===== src/rtl/universal_shift_register.sv =====
// rtl/universal_shift_register.sv - universal shift register with load, clear, shifts and saturating shift counter
// Optional rotate modes (100/101) are built only when USR_ROTATE_EN is defined.
module universal_shift_register #(
  parameter int WIDTH = 8,
  parameter int CW    = $clog2(WIDTH + 1)
) (
  input  logic             clk,
  input  logic             rst,
  input  logic             en,
  input  logic [2:0]       mode,
  input  logic             d0,
  input  logic             d1,
  input  logic [WIDTH-1:0] pd,
  output logic [WIDTH-1:0] q,
  output logic             so,
  output logic [CW-1:0]    cnt,
  output logic             full
);

  localparam logic [CW-1:0] CNT_MAX = CW'(WIDTH);

  logic [CW-1:0] cnt_inc;

  assign full    = (cnt == CNT_MAX);
  // Counter stops at WIDTH so it reports "fully shifted" instead of wrapping.
  assign cnt_inc = full ? cnt : cnt + CW'(1);

  always_ff @(posedge clk) begin
    if (rst) begin
      q   <= '0;
      so  <= 1'b0;
      cnt <= '0;
    end else if (en) begin
      case (mode)
        3'b001: begin
          q   <= {d1, q[WIDTH-1:1]};
          so  <= q[0];
          cnt <= cnt_inc;
        end
        3'b010: begin
          q   <= {q[WIDTH-2:0], d0};
          so  <= q[WIDTH-1];
          cnt <= cnt_inc;
        end
        3'b011: begin
          q   <= pd;
          cnt <= '0;
        end
`ifdef USR_ROTATE_EN
        3'b100: begin
          q   <= {q[0], q[WIDTH-1:1]};
          so  <= q[0];
          cnt <= cnt_inc;
        end
        3'b101: begin
          q   <= {q[WIDTH-2:0], q[WIDTH-1]};
          so  <= q[WIDTH-1];
          cnt <= cnt_inc;
        end
`endif
        3'b110: begin
          q   <= {q[WIDTH-1], q[WIDTH-1:1]};
          so  <= q[0];
          cnt <= cnt_inc;
        end
        3'b111: begin
          q   <= '0;
          so  <= 1'b0;
          cnt <= '0;
        end
        default: begin
          q   <= q;
          so  <= so;
          cnt <= cnt;
        end
      endcase
    end
  end

endmodule

===== config.mk =====
export PLATFORM = sky130hd
export DESIGN_NAME = universal_shift_register
export DESIGN_NICKNAME = d
export VERILOG_FILES = /design/src/rtl/universal_shift_register.sv
export SDC_FILE = /design/constraint.sdc
export NUM_CORES = 1
export LEC_CHECK = 0
export ABC_AREA = 1
export CAP_MARGIN = 40
export CORE_MARGIN = 3
export CORE_UTILIZATION = 39
export CTS_CLUSTER_DIAMETER = 80
export DETAILED_ROUTE_END_ITERATION = 8
export PLACE_DENSITY = 0.7
export SETUP_SLACK_MARGIN = 0.4
export SYNTH_ARGS = -nofsm -noshare
export SYNTH_HDL_FRONTEND = slang
export SYNTH_SLANG_ARGS = --single-unit

===== constraint.sdc =====
create_clock -name clk -period 1.2 [get_ports clk]
set_input_delay 0.24 -clock clk [delete_from_list [all_inputs] [get_ports clk]]
set_output_delay 0.24 -clock clk [all_outputs]
set_load 0.02 [all_outputs]

# ---- Word level (Yosys, flattened, before mapping)
# Cells that the tools add are included.
dict set report op_classes {
  add_sub_neg 1
  n_eq_ne 7
  n_mux 4
  bitwise 1
  reduce_logical 11
}
# operator n
set op_table {}
lappend op_table {{8-bit one-hot mux with 5 select lines} 1}
lappend op_table {{4-bit one-hot mux with 2 select lines} 1}
lappend op_table {{3-bit by 2-bit equality test with 1-bit output (second input constant)} 2}
lappend op_table {{3-bit equality test (second input constant)} 2}
lappend op_table {{3-bit AND reduction} 2}
lappend op_table {{5-bit nonzero test} 1}
lappend op_table {{4-bit by 1-bit adder with 4-bit output (second input constant)} 1}
lappend op_table {{4-bit equality test (second input constant)} 1}
lappend op_table {{4-bit two-way mux} 1}
lappend op_table {{2-bit AND reduction} 2}
lappend op_table {{4-bit nonzero test} 1}
lappend op_table {{2-bit OR reduction} 2}
lappend op_table {{3-bit by 1-bit equality test with 1-bit output (second input constant)} 1}
lappend op_table {{1-bit one-hot mux with 3 select lines} 1}
lappend op_table {{3-bit nonzero test} 1}
lappend op_table {{3-bit OR reduction} 1}
lappend op_table {{2-bit inequality test (second input constant)} 1}
lappend op_table {{2-bit nonzero test} 1}
lappend op_table {{1-bit NOT} 1}
dict set report word_totals {
  ff_bits 13
  inputBits 16
  output_inout_bits 14
}

# ---- Longest topological paths before layout
dict set report logic_depth {
  word_depth 4
  mapped_depth 9
  depth_no_buf 9
}

# ---- Worst setup path before layout
# OpenSTA, ideal clock, no wires.
dict set report synth_path {
  kind {flip-flop to flip-flop}
  from {register cnt[0]}
  to {register cnt[0]}
  arrival_ns 1.470
  required_time_ns 1.130
  path_slack_ns -0.340
  stages_incl_launch_ff 9
  n_path_buf 0
  period_less_slack_ns 1.540
  path_cell_list {dfxtp_1 inv_1 ha_1 nand2_1 nor2_1 o21ai_0 nand2_1 nand2_1 a21oi_1}
}
dict set report synth_via {
  elab_chain_cells 3
  word_cells_on_any_way 6
  classes_between {add/sub: 1; eq/ne: 2; mux: 2; reduce/logical: 1}
}
# item line
set synth_lines {}
lappend synth_lines {{start: declaration} 16} ;# output logic [CW-1:0] cnt,
lappend synth_lines {{start signal: assignment} 38} ;# cnt <= cnt_inc;
lappend synth_lines {{start signal: assignment} 43} ;# cnt <= cnt_inc;
lappend synth_lines {{start signal: assignment} 64} ;# cnt <= cnt_inc;
lappend synth_lines {{4-bit equality test} 24} ;# assign full = (cnt == CNT_MAX);
lappend synth_lines {{net full} 17} ;# output logic full
lappend synth_lines {{2-bit inequality test (no source line)} -}
lappend synth_lines {{3-bit AND reduction (no source line)} -}
# The timed path passes the listed nets, and every way through them passes these cells. The select of a mux whose other input is x is not followed.
# A chain may end at the register's enable or synchronous reset.

# ---- Final worst setup path
dict set report layout_path {
  from {register cnt[1]}
  to {register cnt[1]}
}
dict set report layout_via {
  elab_chain_cells 3
  word_cells_on_any_way 6
  classes_between {add/sub: 1; eq/ne: 2; mux: 2; reduce/logical: 1}
}
# item line
set layout_lines {}
lappend layout_lines {{4-bit by 1-bit adder with 4-bit output / 4-bit equality test (equally long branches)} {26, 24}}
lappend layout_lines {{4-bit two-way mux / 2-bit inequality test (equally long branches)} -}
lappend layout_lines {{4-bit one-hot mux with 2 select lines / 3-bit AND reduction (equally long branches)} -}
# Several ways; a longest one is shown, not always the timed one. The select of a mux whose other input is x is not followed.

==> results.txt <==
The power per standard cell area is 737.9 nW/um^2. In the layout the commonest cells are sky130_fd_sc_hd__nand2_1, sky130_fd_sc_hd__nor2_1, sky130_fd_sc_hd__buf_6. Slew at the pin closest to its max-slew limit: 0.2521 ns. The worst setup slack after layout was -0.1819 ns. Once detail routing completed, the nets flagged for antenna violations numbered 0. Setup slack on the worst reg-to-reg path comes out at -0.18 ns. The logs give 3 for the number of buffers created by CTS and 0.0003076 ns for the worst clock skew. The worst pin sits at a relative slew slack of 83.17%.

The first routing iteration left 36 violations. The worst path uses 115.2% of the clock period. The tools report the clock latency of the later-clocked register in the worst-skew pair as 0.29 ns. After detailed routing, the number of remaining DRC violations is 0.

Filler cell count: 100. For this design the static power due to leakage is 0.7683 nW. Detailed routing placed a total of 1924 um of wire on met2. The end of the worst register-to-register path was cnt[1]. Data arrives at the worst endpoint at 1.60 ns.

After detailed routing, the number of vias per cell comes to 5.197. Routability-driven placement finished with a final weighted congestion of 0.9037. TritonCTS built the clock tree.

The endpoint of the worst hold-timing path was cnt[2]. The routed design has 3765 um of wire. For the number of maximum-capacitance constraint violations, the log shows 0. The number of distinct library cells after synthesis was 17.

The number of antenna diodes is 0. The initialized floorplan defines 16 standard-cell rows. The tools report the maximum level of the CTS H-tree as 1. For the largest net degree at the start of global routing, the log shows 9. The final reports fail on setup timing.

The library cell used most frequently in the layout, excluding fill and tap cells, is sky130_fd_sc_hd__nand2_1. The die covers 2778 sq um. The total routed wire length on the met1 layer is 1523 um. Ranked by total cell area, the synthesized netlist is headed by sky130_fd_sc_hd__dfxtp_1, sky130_fd_sc_hd__o21ai_0, sky130_fd_sc_hd__nand2_1. Maximum clock frequency: 723.6 MHz.

For this run, the number of Yosys warnings is 0. Setup repair after global routing could not meet its margin everywhere. For the cell area after synthesis, the log shows 850.8 sq um. The worst setup path is of the flip-flop to flip-flop kind.

The number of input and output port buffers inserted is 29. In this run the worst path has a maximum fanout of 4. The worst setup path is launched from a flip-flop. The maximum root-to-sink buffer count was 2; the share of the yosys chip area belonging to registers was 30.59%. The core region is 2022 sq um.

IR analysis of the VDD net gives a maximum drop of 771.1 uV. From bottom edge to top edge, the die measures 52.71 um. The tightest min-delay check is of the input pin to flip-flop type. Pin placement for this block handled 30 I/O pins.

After the flow finishes, the layout carries non-filler instances totaling 238. Across all layers, the routed design uses 1237 vias. The detailed placer's ending HPWL came out at 1913 um.

The largest total area in the synthesized netlist belongs to sky130_fd_sc_hd__dfxtp_1. The number of placed instances, taps included, is 218. In the global route stage, overall resource usage came out at 24.91%. The startpoint identified for the worst hold timing path is mode[1]. The run gives 142 as the post-synthesis instance total. Measured in cells, the most critical reg-to-reg path has a length of 10.

The synthesis-to-layout area growth is 106.6%. The detailed router used layers up to and including met4. The endpoint kind of the worst setup timing path is a flip-flop. The width of the die is 52.71 um, and the detailed-router iteration count before antenna repair is 4.

At the worst endpoint, the required time is 1.42 ns. Number of antenna violations at the first check in global routing: 0. The final layout contains 230 nets.

The run finished, with violations left. Dividing the detail-routed wire length by the instance count gives 15.82 um. The net count after synthesis was 160; the final number of hold-violating endpoints was 0.

Final setup violation count: 6. The synthesized flop and latch total came out at 13. The cell at the root of the clock tree was sky130_fd_sc_hd__clkbuf_4.

For this configuration, the core starts out at a cell density of 42.08%. Of the cells placed in the final design, the portion with a size suffix greater than 1 is 50.71%. The worst register-to-register path begins at cnt[1].

Subtracting the final worst setup slack from the clock period gives 1.382 ns. The first global-routing pass estimated 5064 um of wire. The via count of the first global-routing pass is 1086, and the detailed route wirelength on metal3 is 215 um. Once layout is complete, the utilization of the core stands at 86.94%.

Total power draw: 0.001297 W. Counting instances, the worst hold path has a depth of 6. Clock-pin slew was measured on the worst setup and hold paths at 0.08 ns. The tools report the number of clock sinks as 13. Summed over all layers, the global routing overflow is 0. Averaged over all synthesized cells, the footprint is 5.992 sq um. The top cell type by area accounts for 30.59% of the synthesized area. For the max-slew violation total from the final report, the log shows 0.
-- flip-flops by register name, indices dropped and copies added (netlist names) --
name	flops
cnt	4
q	8
so	1
-- cells in the mapped netlist --
library cell               instances
sky130_fd_sc_hd__inv_1            19
sky130_fd_sc_hd__nor2_4            1
sky130_fd_sc_hd__nand4_1           3
sky130_fd_sc_hd__nand3_1           5
sky130_fd_sc_hd__nor2_2            2
sky130_fd_sc_hd__buf_6             1
sky130_fd_sc_hd__nand2_1          32
sky130_fd_sc_hd__xnor2_1           1
sky130_fd_sc_hd__a21oi_1           6
sky130_fd_sc_hd__nor2_1           28
sky130_fd_sc_hd__dfxtp_1          13
sky130_fd_sc_hd__inv_2             2
sky130_fd_sc_hd__a21oi_2           1
sky130_fd_sc_hd__ha_1              2
sky130_fd_sc_hd__o21ai_0          24
sky130_fd_sc_hd__o211ai_1          1
sky130_fd_sc_hd__buf_4             1
-- metrics by stage --
step / worst slack (ns) / hold slack (ns) / setup TNS (ns) / area (sq um)
3_3_place_gp: -0.4468 / 0.4924 / -5.987 / 1420
4_1_cts: -0.1266 / 0.4668 / -0.3908 / 1703
6_report: -0.1819 / 0.5148 / -0.8527 / 1758
5_1_grt: -0.2297 / 0.5585 / -1.109 / 1758
2_1_floorplan: -0.03980 / 0.2994 / -0.1559 / 937.1
3_5_place_dp: -0.4608 / 0.4912 / -6.262 / 1420
-- metal layers --
layer	vias to the layer above	track usage, %
met5	-	0
met4	0	5.532
met3	16	5.413
met2	53	43.80
met1	579	30.55
li1	589	-
-- worst max-delay path by stage --
| stage | start | to | slack (ns) | cells past startpoint |
|---|---|---|---|---|
| final | cnt[1] | cnt[1] | -0.18 | 10 |
| after global routing | cnt[0] | cnt[1] | -0.23 | 10 |
| after CTS | cnt[0] | full | -0.13 | 5 |
| after detailed placement | mode[0] | cnt[1] | -0.46 | 7 |
| after global placement | mode[0] | cnt[1] | -0.45 | 7 |
| after floorplan | cnt[0] | cnt[2] | -0.04 | 9 |
-- cell type report --
type	count	area [sq um]	share of cell area (%)
Clock buffer	4	26.28	1.495
Multi-Input combinational cell	106	624.3	35.52
Timing Repair Buffer	67	688.2	39.15
Inverter	21	98.84	5.623
Sequential cell	13	286.5	16.30
Tap cell	27	33.78	1.922
-- kinds of logic (layout without fill, tap and decap cells) --
logic type / Yosys count / count (layout) / synth area share, %
and+or+nand+nor: 71 / 71 / 34.41
AOI/OAI and AO/OA: 32 / 32 / 19.56
buffers and inverters: 23 / 92 / 11.47
DFF: 13 / 13 / 30.59
adders and majority gates: 2 / 2 / 2.941
xor gates and xnor gates: 1 / 1 / 1.030
-- worst max-delay path, stage by stage (launching register included) --
cell and delay [ns]:
sky130_fd_sc_hd__dfxtp_4 0.36, sky130_fd_sc_hd__inv_2 0.05, sky130_fd_sc_hd__ha_4 0.15, sky130_fd_sc_hd__nand2_4 0.06, sky130_fd_sc_hd__nor2_4 0.04, sky130_fd_sc_hd__buf_4 0.14
sky130_fd_sc_hd__inv_2 0.05, sky130_fd_sc_hd__nor2_1 0.04, sky130_fd_sc_hd__nor2_2 0.17, sky130_fd_sc_hd__nand2_1 0.12, sky130_fd_sc_hd__a21oi_2 0.13
-- where the power goes --
| part | total [W] | internal (W) | leakage (nW) | switching (W) |
|---|---|---|---|---|
| sequential | 0.000474 | 0.000454 | 0.113 | 0.0000203 |
| combinational | 0.000531 | 0.000275 | 0.640 | 0.000256 |
| clock | 0.000292 | 0.000129 | 0.0150 | 0.000162 |
| total | 0.00130 | 0.000858 | 0.768 | 0.000439 |
-- what timing repair did --
| action | CTS | global route |
|---|---|---|
| hold buffers | 0 | 0 |
| resized for setup | 143 | 19 |
| setup endpoints to repair | 27 | 27 |
| pin swaps | 33 | 26 |
| setup buffers | 14 | 2 |
| hold endpoints to repair | 0 | 0 |
No activity file was read; power rests on OpenSTA's default activity.
